===== config.mk =====
export PLATFORM = sky130hd
export DESIGN_NAME = fc_irq_bridge
export DESIGN_NICKNAME = d
export VERILOG_FILES = /design/src/rtl/fc_irq_bridge.sv
export SDC_FILE = /design/constraint.sdc
export NUM_CORES = 1
export LEC_CHECK = 0
export CAP_MARGIN = 20
export CORE_AREA = 2 2 144 146
export DETAILED_ROUTE_END_ITERATION = 12
export DIE_AREA = 0 0 146 148
export GPL_TIMING_DRIVEN = 0
export SLEW_MARGIN = 0
export SYNTH_ARGS = -nofsm -noshare
export SYNTH_HDL_FRONTEND = slang
export SYNTH_SLANG_ARGS = --single-unit

===== constraint.sdc =====
create_clock -name clk_i -period 1.88 [get_ports clk_i]
set_input_delay 0.564 -clock clk_i [delete_from_list [all_inputs] [get_ports clk_i]]
set_output_delay 0.564 -clock clk_i [all_outputs]
set_load 0.02 [all_outputs]

===== src/rtl/fc_irq_bridge.sv =====
// fc_irq_bridge: latches up to NB_IRQ interrupt lines (per-line edge or level
// mode, maskable), picks the lowest pending enabled ID and presents it to the
// FC core both as a req/id/ack handshake and as a one-hot irq_x vector.
// Optional macro FC_IRQ_BRIDGE_SYNC_EN adds a 2-flop synchroniser on irq_i.
//
// Handshake: core_irq_req_o and core_irq_id_o are held stable from the cycle
// req rises until the core returns a single-cycle core_irq_ack_i whose
// core_irq_ack_id_i equals core_irq_id_o. Only a matching ack completes the
// request. Any other ack, or an ack with no request open, raises ack_err_o
// for one cycle. After a completed request, req stays low for at least one
// bubble cycle before the next request can appear.
module fc_irq_bridge #(
    parameter int NB_IRQ = 32,
    parameter logic [NB_IRQ-1:0] RESET_MASK = '1,
    localparam int ID_WIDTH = $clog2(NB_IRQ)
) (
    input  logic                clk_i,
    input  logic                rst_ni,
    input  logic [NB_IRQ-1:0]   irq_i,
    input  logic [NB_IRQ-1:0]   irq_edge_i,
    input  logic                mask_we_i,
    input  logic [NB_IRQ-1:0]   mask_wdata_i,
    output logic [NB_IRQ-1:0]   mask_o,
    output logic [NB_IRQ-1:0]   pending_o,
    output logic                core_irq_req_o,
    output logic [ID_WIDTH-1:0] core_irq_id_o,
    input  logic                core_irq_ack_i,
    input  logic [ID_WIDTH-1:0] core_irq_ack_id_i,
    output logic [NB_IRQ-1:0]   irq_x_o,
    output logic                ack_err_o
);

    typedef enum logic [1:0] {
        IDLE = 2'd0,
        REQ  = 2'd1,
        WAIT = 2'd2
    } state_e;

    localparam logic [NB_IRQ-1:0] ONE_HOT0 = {{(NB_IRQ-1){1'b0}}, 1'b1};

    state_e              state_q;
    logic [NB_IRQ-1:0]   irq_s;
    logic [NB_IRQ-1:0]   irq_q;
    logic [NB_IRQ-1:0]   pending_q;
    logic [NB_IRQ-1:0]   mask_q;
    logic [NB_IRQ-1:0]   set_v;
    logic [NB_IRQ-1:0]   clr_v;
    logic                req_q;
    logic [ID_WIDTH-1:0] id_q;
    logic                ack_err_q;
    logic                ack_hit;
    logic                cand_valid;
    logic [ID_WIDTH-1:0] cand_id;

`ifdef FC_IRQ_BRIDGE_SYNC_EN
    logic [NB_IRQ-1:0] sync1_q;
    logic [NB_IRQ-1:0] sync2_q;

    // Two-flop synchroniser for asynchronous interrupt sources.
    always_ff @(posedge clk_i or negedge rst_ni) begin
        if (!rst_ni) begin
            sync1_q <= '0;
            sync2_q <= '0;
        end else begin
            sync1_q <= irq_i;
            sync2_q <= sync1_q;
        end
    end

    assign irq_s = sync2_q;
`else
    assign irq_s = irq_i;
`endif

    // A completed request clears exactly the acknowledged line.
    assign ack_hit = (state_q == REQ) && core_irq_ack_i && (core_irq_ack_id_i == id_q);
    assign clr_v   = ack_hit ? (ONE_HOT0 << id_q) : '0;
    // Edge lines set on a 0->1 transition, level lines set while high.
    assign set_v   = (irq_edge_i & irq_s & ~irq_q) | (~irq_edge_i & irq_s);

    // Previous-cycle sample, pending latch (set beats clear) and mask register.
    always_ff @(posedge clk_i or negedge rst_ni) begin
        if (!rst_ni) begin
            irq_q     <= '0;
            pending_q <= '0;
            mask_q    <= RESET_MASK;
        end else begin
            irq_q     <= irq_s;
            pending_q <= (pending_q & ~clr_v) | set_v;
            if (mask_we_i) begin
                mask_q <= mask_wdata_i;
            end
        end
    end

    // Fixed-priority pick: lowest index that is both pending and enabled.
    always_comb begin
        cand_valid = 1'b0;
        cand_id    = '0;
        for (int k = NB_IRQ - 1; k >= 0; k--) begin
            if (pending_q[k] && mask_q[k]) begin
                cand_valid = 1'b1;
                cand_id    = ID_WIDTH'(k);
            end
        end
    end

    // Request FSM; req, id and ack_err are registered here.
    always_ff @(posedge clk_i or negedge rst_ni) begin
        if (!rst_ni) begin
            state_q   <= IDLE;
            req_q     <= 1'b0;
            id_q      <= '0;
            ack_err_q <= 1'b0;
        end else begin
            ack_err_q <= 1'b0;
            case (state_q)
                IDLE: begin
                    if (core_irq_ack_i) begin
                        ack_err_q <= 1'b1;
                    end
                    if (cand_valid) begin
                        id_q    <= cand_id;
                        req_q   <= 1'b1;
                        state_q <= REQ;
                    end
                end
                REQ: begin
                    if (ack_hit) begin
                        req_q   <= 1'b0;
                        state_q <= WAIT;
                    end else begin
                        if (core_irq_ack_i) begin
                            ack_err_q <= 1'b1;
                        end
                        // Line masked under an open request: withdraw it, keep pending.
                        if (!mask_q[id_q]) begin
                            req_q   <= 1'b0;
                            state_q <= IDLE;
                        end
                    end
                end
                WAIT: begin
                    if (core_irq_ack_i) begin
                        ack_err_q <= 1'b1;
                    end
                    state_q <= IDLE;
                end
                default: begin
                    req_q   <= 1'b0;
                    state_q <= IDLE;
                end
            endcase
        end
    end

    assign mask_o         = mask_q;
    assign pending_o      = pending_q;
    assign core_irq_req_o = req_q;
    assign core_irq_id_o  = id_q;
    assign ack_err_o      = ack_err_q;
    assign irq_x_o        = req_q ? (ONE_HOT0 << id_q) : '0;

endmodule


== Word-level counts from Yosys, hierarchy flattened ==
Cells that the tools add are included.
Operators by class
  magnitude comparators: 1
  eq/ne operators: 5
  shifts and indexed selects: 1
  multiplexer cells: 79
  bitwise gates (word level): 10
  reduce and logical (&&, ||, !) cells: 39
Operators with widths (count)
  $mux W5: 32
  $and A32 B32 Y32: 4
  $not A32 Y32: 3
  $mux W32: 2
  $or A32 B32 Y32: 2
  $mux W1: 38
  $logic_and A1 B1 Y1: 34
  $shl A1 B5 Y32 const A: 1
  $lt A5 B6 Y1 const B: 1
  $mux W2: 3
  $bmux W1 S5: 1
  $eq A5 B5 Y1: 1
  $pmux W2 S2: 1
  $reduce_and A2 Y1: 2
  $ne A3 B3 Y1 const B: 1
  $pmux W1 S3: 1
  $reduce_and A3 Y1: 1
  $eq A2 B1 Y1 const B: 1
  $eq A2 B2 Y1 const B: 1
  $logic_not A2 Y1: 1
  $ne A2 B2 Y1 const B: 1
  $pmux W1 S2: 1
  $reduce_or A2 Y1: 1
  $not A1 Y1: 1
Storage, ports and cells
  register bits after elaboration: 105
  input port bits: 105
  output and inout port bits: 103
  logic and storage cells: 142

== Longest topological paths before layout ==
Gate-level depths: netlist of run 1.
  depth in word-level cells: 35
  gate-level depth with buffers: 7
  depth with buffers taken out: 6

== Worst setup path before layout of run 1 ==
OpenSTA, ideal clock, no wires.
  path kind: register -> output
  start point: register id_q[0], in the netlist core_irq_id_o[0]
  end point: output port irq_x_o[13]
  arrival: 1642 ps
  required time: 1316 ps
  setup slack: -326 ps
  cell stages (with the launch flop): 6
  buffers on the path: 2
  path through: dfrtp_1 buf_4 buf_2 nor2b_1 nand3_1 nor2_1
Between the ends
  cells in the longest elaborated chain, start to end: 2
RTL lines
  start: declaration: RTL line 49  | logic [ID_WIDTH-1:0] id_q;
  start signal: assignment: RTL line 123  | id_q <= cand_id;
  $shl A1 B5 Y32: RTL line 162  | assign irq_x_o = req_q ? (ONE_HOT0 << id_q) : '0;
  $mux W32: RTL line 162
  end: declaration: RTL line 29  | output logic [NB_IRQ-1:0] irq_x_o,
Every way passes these cells.

== Worst setup path after layout of run 1 ==
  start point: register id_q[0], in the netlist core_irq_id_o[0]
  end point: output port irq_x_o[10]
The elaborated chain is that of the path after synthesis.

==> results.py, run 1 <==
metrics = {
    "worst_setup_path": {
        "worstSetupStartpointType": "register",
        "crit_required_ns": 1.32,
        "r2r_cells": 10,
        "endpoint_kind": "primary output",
        "critPathMaxFanout": 5,
        "crit_arrival_ns": 1.64,
        "critical_path_class": "register to primary output",
    },
    "global_route": {
        "grt_pass1_vias": 4731,
        "grt_pass1_wl_um": 29100,
        "track_usage_pct": 17.6,
        "grt_max_degree": 63,
        "antenna_found_initial": 0,
        "grt_overflow_total": 0,
    },
    "layout": {
        "fill_cells": 1957,
        "nNetsFinal": 859,
        "fin_area_um2": 9060,
        "area_growth_pct": 83.6,
        "drive_gt1_share_pct": 41.6,
        "stdcell_count": 1030,
    },
    "routing": {
        "vias": 4906,
        "wl_um": 19700,
        "drc": 0,
        "first_iter_violations": 240,
        "viasPerCell": 4.76,
        "drtPass1Iterations": 5,
        "ant_nets": 0,
        "wl_per_cell_um": 19.1,
    },
    "status": {
        "status": "finished with violations",
        "violations": "negative setup slack",
    },
    "timing": {
        "setup_ws_ns": -0.322,
        "final_max_slew_viol_count": 0,
        "setup_viol": 64,
        "tightest_slew_ns": 0.654,
        "min_period_over_period_pct": 117,
        "whs_ns": 0.204,
        "fmax_mhz": 454,
        "maxSlewHeadroom_pct": 56.4,
        "clock_skew_ns": 0.0155,
        "final-hold-violation-count": 0,
        "fin_crit_ns": 2.20,
        "rsz0062_at_grt": "yes",
    },
    "yosys": {
        "synth_fa_ha_area_share_pct": 0,
        "synthArstFlopShare_pct": 100,
        "ys_types": 45,
        "ys_top_cells_by_count": "nand2_1, a21oi_1, dfrtp_1",
        "synthSimpleGateAreaFrac_pct": 14.7,
        "synth_fp_nets": 575,
        "yosys_warnings": 0,
        "ys_seq_area_share_pct": 54.1,
        "synth_xor_area_share_pct": 0.887,
        "synth_top_family_by_area": "compound AO/OA/AOI/OAI gates",
        "yosys_register_bits": 105,
        "synth_mux_area_share_pct": 11.2,
        "synth_ff_type": "dfrtp_1",
        "synth_area_per_cell_um2": 10.5,
        "synth_area_leaders": "dfrtp_1, dfstp_2, a21oi_1, mux2_2, nand2_1",
        "synth_edf_count": 0,
        "netlist_instances": 470,
        "netlist.area_leader.share_pct": 37.0,
        "synthMostInstantiatedCell": "nand2_1",
        "syn-cell-area_um2": 4930,
        "yosysTopAreaCell": "dfrtp_1",
        "synth-compound-area-share_pct": 17.1,
    },
    "clock_network": {
        "root_buffer": "clkbuf_16",
        "cts_tree": "built",
        "htree_levels": 3,
        "clock_latency_ns": 0.36,
        "clock_sinks": 105,
        "cts_hold_buf": 0,
        "clk_pin_slew_ns": 0.08,
        "clockBufferDepth": 2,
        "cts_buffers": 9,
    },
    "placed_design": {
        "place_inst": 947,
        "dp_hpwl_um": 14100,
        "gp_congestion": 0.811,
        "placed_area_um2": 7750,
        "io_buffers": 206,
    },
    "run": {
        "cap_violations": 0,
    },
    "floorplanning": {
        "chipWidth_um": 146,
        "core_area_um2": 20000,
        "initial_core_util_pct": 24.6,
        "fp.dieH_um": 148,
        "fp.dieArea_um2": 21600,
        "fp-row-count": 52,
        "ios": 208,
    },
    "worst_hold_path": {
        "hold_class": "primary input to asynchronous set/reset pin",
    },
    "power_and_ir_drop": {
        "p_total_mw": 9.53,
        "vdd_drop_max_uv": 609,
        "leakagePower_nw": 3.46,
        "powerDensity_nw_per_um2": 1050,
    },
}
==> routing by layer <==
layer / GRT usage [%] / share of wire, %
met1: 24.3 / 45
met2: 28.3 / 47
met3: 4.32 / 6.8
met4: 3.93 / 1.1
met5: 0 / 0
==> report_power, final <==
| part | internal, mW | switching [mW] |
|---|---|---|
| logic | 2.45 | 2.48 |
| clock network | 0.951 | 0.928 |
| registers | 2.50 | 0.222 |
==> layout by cell type (no fill, tap or decap), types with 32 or more instances in the layout <==
| master | netlist | final |
|---|---|---|
| clkdlybuf4s50_1 | 0 | 97 |
| nand2_1 | 79 | 72 |
| dfrtp_1 | 73 | 70 |
| a21oi_1 | 77 | 57 |
| buf_6 | 1 | 52 |
| buf_4 | 2 | 47 |
| dlygate4sd2_1 | 0 | 44 |
| nor2_4 | 0 | 39 |
| mux2_2 | 32 | 32 |
| dfstp_2 | 32 | 32 |
==> flip-flops by register name, indices dropped and copies added, names as in the netlist <==
signal / flops
ack_err_o: 1
core_irq_id_o: 5
core_irq_req_o: 1
irq_q: 32
mask_o: 32
pending_o: 32
state_q: 2
==> final cells by class <==
| class | instances | area (um2) | area share [%] |
|---|---|---|---|
| antenna | 1 | 2.50 | 0.0276 |
| buffer | 15 | 213 | 2.35 |
| clock buffer | 10 | 239 | 2.64 |
| clock inverter | 6 | 48.8 | 0.539 |
| inverter | 5 | 18.8 | 0.207 |
| multi-input combinational | 344 | 2860 | 31.6 |
| sequential | 105 | 2670 | 29.5 |
| tap | 270 | 338 | 3.73 |
| timing repair buffer | 274 | 2670 | 29.5 |
==> what timing repair did <==
| item | in CTS | in global routing |
|---|---|---|
| pin swaps | 35 | 37 |
| cloned | 2 | 0 |
| hold endpoints to repair | 0 | 0 |
| endpoints found under the setup margin | 137 | 93 |
| gates resized for setup | 332 | 95 |
| buffers inserted | 40 | 26 |
==> per-stage QoR <==
| stage | utilization [%] | setup slack, ns | TNS, ns |
|---|---|---|---|
| floorplan | - | 0.00177 | 0 |
| detailed placement | 38.7 | -0.772 | -43.81 |
| global route | 45.2 | -0.370 | -16.08 |
| finish | 45.2 | -0.322 | -12.43 |
| CTS | 42.8 | -0.353 | -10.96 |
| global placement | 38.6 | -4.41 | -420.36 |
==> logic make-up (layout without fill, tap and decap cells) <==
kind of cell    count (synthesis)  after routing
compound gates                138            138
other cells                     0              1
flops                         105            105
xor+xnor                        5              5
simple gates                  160            160
mux                            41             41
buf+inv                        21            310
==> final timing paths <==
| path | startpoint | to | slack [ns] |
|---|---|---|---|
| setup / recovery | core_irq_id_o[0]$_DFFE_PN0P_ | irq_x_o[10] | -0.32 |
| setup reg to reg | core_irq_id_o[0]$_DFFE_PN0P_ | core_irq_req_o$_DFFE_PN0P_ | -0.29 |
| min in group clk_i | core_irq_req_o$_DFFE_PN0P_ | core_irq_req_o$_DFFE_PN0P_ | 0.55 |
| max in group asynchronous | rst_ni | mask_o[27]$_DFFE_PN1P_ | 0.90 |
| hold / removal | rst_ni | pending_o[7]$_DFF_PN0_ | 0.20 |
| hold reg to reg | core_irq_req_o$_DFFE_PN0P_ | core_irq_req_o$_DFFE_PN0P_ | 0.55 |
==> worst max-delay path, cell delays in order (launching register included) <==
cell     delay (ns)
dfrtp_2        0.43
buf_8          0.13
buf_12         0.13
nor2b_4        0.18
buf_12         0.13
nand2_8        0.07
nor2_4         0.09
buf_6          0.12
No activity file was read; power rests on OpenSTA's default activity.
==> run 2: changes to the inputs <==
--- a/config.mk
+++ b/config.mk
@@ -5,6 +5,7 @@
 export SDC_FILE = /design/constraint.sdc
 export NUM_CORES = 1
 export LEC_CHECK = 0
+export ABC_AREA = 0
 export CAP_MARGIN = 20
 export CORE_AREA = 2 2 144 146
 export DETAILED_ROUTE_END_ITERATION = 12
==> results of run 2 <==
Final layout, timing and power as in run 1 (identical DEF).
==> run 3: changes to the inputs <==
--- a/config.mk
+++ b/config.mk
@@ -11,6 +11,7 @@
 export DETAILED_ROUTE_END_ITERATION = 12
 export DIE_AREA = 0 0 146 148
 export GPL_TIMING_DRIVEN = 0
+export SKIP_CTS_REPAIR_TIMING = 1
 export SLEW_MARGIN = 0
 export SYNTH_ARGS = -nofsm -noshare
 export SYNTH_HDL_FRONTEND = slang
==> results.py, run 3 (synthesis results as in run 1) <==
metrics = {
    "status": {
        "status": "finished with violations",
        "violations": "negative setup slack",
    },
    "clock_network": {
        "cts_buffers": 9,
        "clk_pin_slew_ns": 0.08,
        "clock_sinks": 105,
        "clock_latency_ns": 0.36,
        "root_buffer": "clkbuf_16",
        "cts_tree": "built",
        "htree_levels": 3,
        "clockBufferDepth": 2,
    },
    "timing": {
        "clock_skew_ns": 0.0134,
        "fin_setup_tns_ns": -18.84,
        "setup_viol": 66,
        "final_max_slew_viol_count": 0,
        "whs_ns": 0.202,
        "fmax_mhz": 440,
        "setup_ws_ns": -0.395,
        "fin_crit_ns": 2.28,
        "tightest_slew_ns": 0.645,
        "maxSlewHeadroom_pct": 57.0,
        "final-hold-violation-count": 0,
        "min_period_over_period_pct": 121,
        "rsz0062_at_grt": "yes",
    },
    "floorplanning": {
        "initial_core_util_pct": 24.6,
        "fp.dieH_um": 148,
        "ios": 208,
        "fp.dieArea_um2": 21600,
        "chipWidth_um": 146,
        "core_area_um2": 20000,
        "fp-row-count": 52,
    },
    "worst_setup_path": {
        "path_cells": "buf_12, buf_12, nor2_4, nand3_4, nor2_4, buf_6",
        "reg2reg_to": "pending_o[0]$_DFF_PN0_",
        "cpPeakStageDelay_ns": 0.44,
        "critPathMaxFanout": 5,
        "slowest_stage": "dfrtp_2",
        "endpoint_kind": "primary output",
        "crit_arrival_ns": 1.71,
        "r2r_cells": 12,
        "r2r_slack_ns": -0.38,
        "critical_path_class": "register to primary output",
        "crit_required_ns": 1.32,
        "reg2reg_from": "core_irq_id_o[0]$_DFFE_PN0P_",
        "worstSetupStartpointType": "register",
    },
    "layout": {
        "mostFrequentLayoutCells": "clkdlybuf4s50_1, dlymetal6s2s_1, nand2_1",
        "area_growth_pct": 85.5,
        "ff_latch_area_um2": 2670,
        "mostFrequentLayoutCell": "clkdlybuf4s50_1",
        "fill_cells": 1920,
        "utilization_pct": 45.7,
        "drive_gt1_share_pct": 39.5,
        "nNetsFinal": 845,
        "multiInputGateArea_um2": 2840,
    },
    "power_and_ir_drop": {
        "powerDensity_nw_per_um2": 1020,
        "seqPwrFrac_pct": 29.1,
        "p_int_mw": 5.79,
        "swShare_pct": 38.0,
        "clkPwrFrac_pct": 20.1,
        "p_total_mw": 9.33,
        "leakagePower_nw": 3.78,
        "vdd_drop_max_uv": 614,
        "p_comb_share_pct": 50.8,
        "switching_power_mw": 3.55,
    },
    "global_route": {
        "grt_overflow_total": 0,
        "antenna_found_initial": 0,
        "grt_pass1_vias": 4448,
        "track_usage_pct": 16.7,
        "grt_pass1_wl_um": 27500,
        "grt_max_degree": 63,
    },
    "placed_design": {
        "io_buffers": 206,
        "gp_congestion": 0.811,
        "dp_slack_ns": -0.772,
        "dp_hpwl_um": 14100,
    },
    "routing": {
        "viasPerCell": 4.75,
        "first_iter_violations": 258,
        "drtPass1Iterations": 5,
        "drc": 0,
        "wl_per_cell_um": 19.0,
        "wl_um": 19300,
        "vias": 4826,
        "ant_nets": 0,
    },
    "run": {
        "cap_violations": 0,
    },
    "worst_hold_path": {
        "hold_class": "primary input to asynchronous set/reset pin",
    },
}
-- run 3: worst max-delay path by stage --
stage                                       from                          to  slack (ns)  cells after the start
finish              core_irq_id_o[1]$_DFFE_PN0P_                 irq_x_o[28]       -0.40                      6
global route        core_irq_id_o[1]$_DFFE_PN0P_                 irq_x_o[28]       -0.46                      6
CTS                 core_irq_id_o[0]$_DFFE_PN0P_                 irq_x_o[13]       -1.18                      6
detailed placement  core_irq_id_o[0]$_DFFE_PN0P_                 irq_x_o[13]       -0.77                      6
global placement                          rst_ni  core_irq_req_o$_DFFE_PN0P_       -4.41                      1
floorplan           core_irq_id_o[2]$_DFFE_PN0P_                  irq_x_o[0]       0.002                      5
-- run 3: metrics by stage --
step	instance area (um2)	instances
after floorplan	5330	470
after global placement	7730	946
after global routing	9150	1015
final	9160	1016
after detailed placement	7750	947
after CTS	8040	963
-- run 3: routing by layer --
metal  vias up  part of all wire [%]  global-route usage, %  wire length, um
li1       2256                     -                      -                -
met1      2403                    46                   23.3             8780
met2       156                    48                   26.3             9170
met3        11                   5.9                   4.23             1140
met4         0                  0.84                   3.59              161
met5         -                     0                      0                0
-- run 3: cell type report --
cell class                      count  share of cell area, %
Antenna cell                        1                 0.0273
Buffer                             16                   2.17
Clock buffer                       10                   2.61
Sequential cell                   105                   29.2
Tap cell                          270                   3.69
Multi-Input combinational cell    344                   31.1
Inverter                            5                  0.205
Timing Repair Buffer              259                   30.5
Clock inverter                      6                  0.533
-- run 3: power by group through the flow --
stage	sequential, mW	clock (mW)	combinational (mW)
after floorplan	2.86	0	2.02
after global placement	2.75	0	3.39
after detailed placement	2.75	0	3.40
after CTS	2.71	1.93	3.42
after global routing	2.75	2.01	5.00
final	2.72	1.87	4.74
-- run 3: worst max-delay path: cells and delay by family, from the launching register on --
| kind | cells | cell delay, ns |
|---|---|---|
| and+or+nand+nor | 3 | 0.52 |
| DFF | 1 | 0.44 |
| buffers and inverters | 3 | 0.39 |
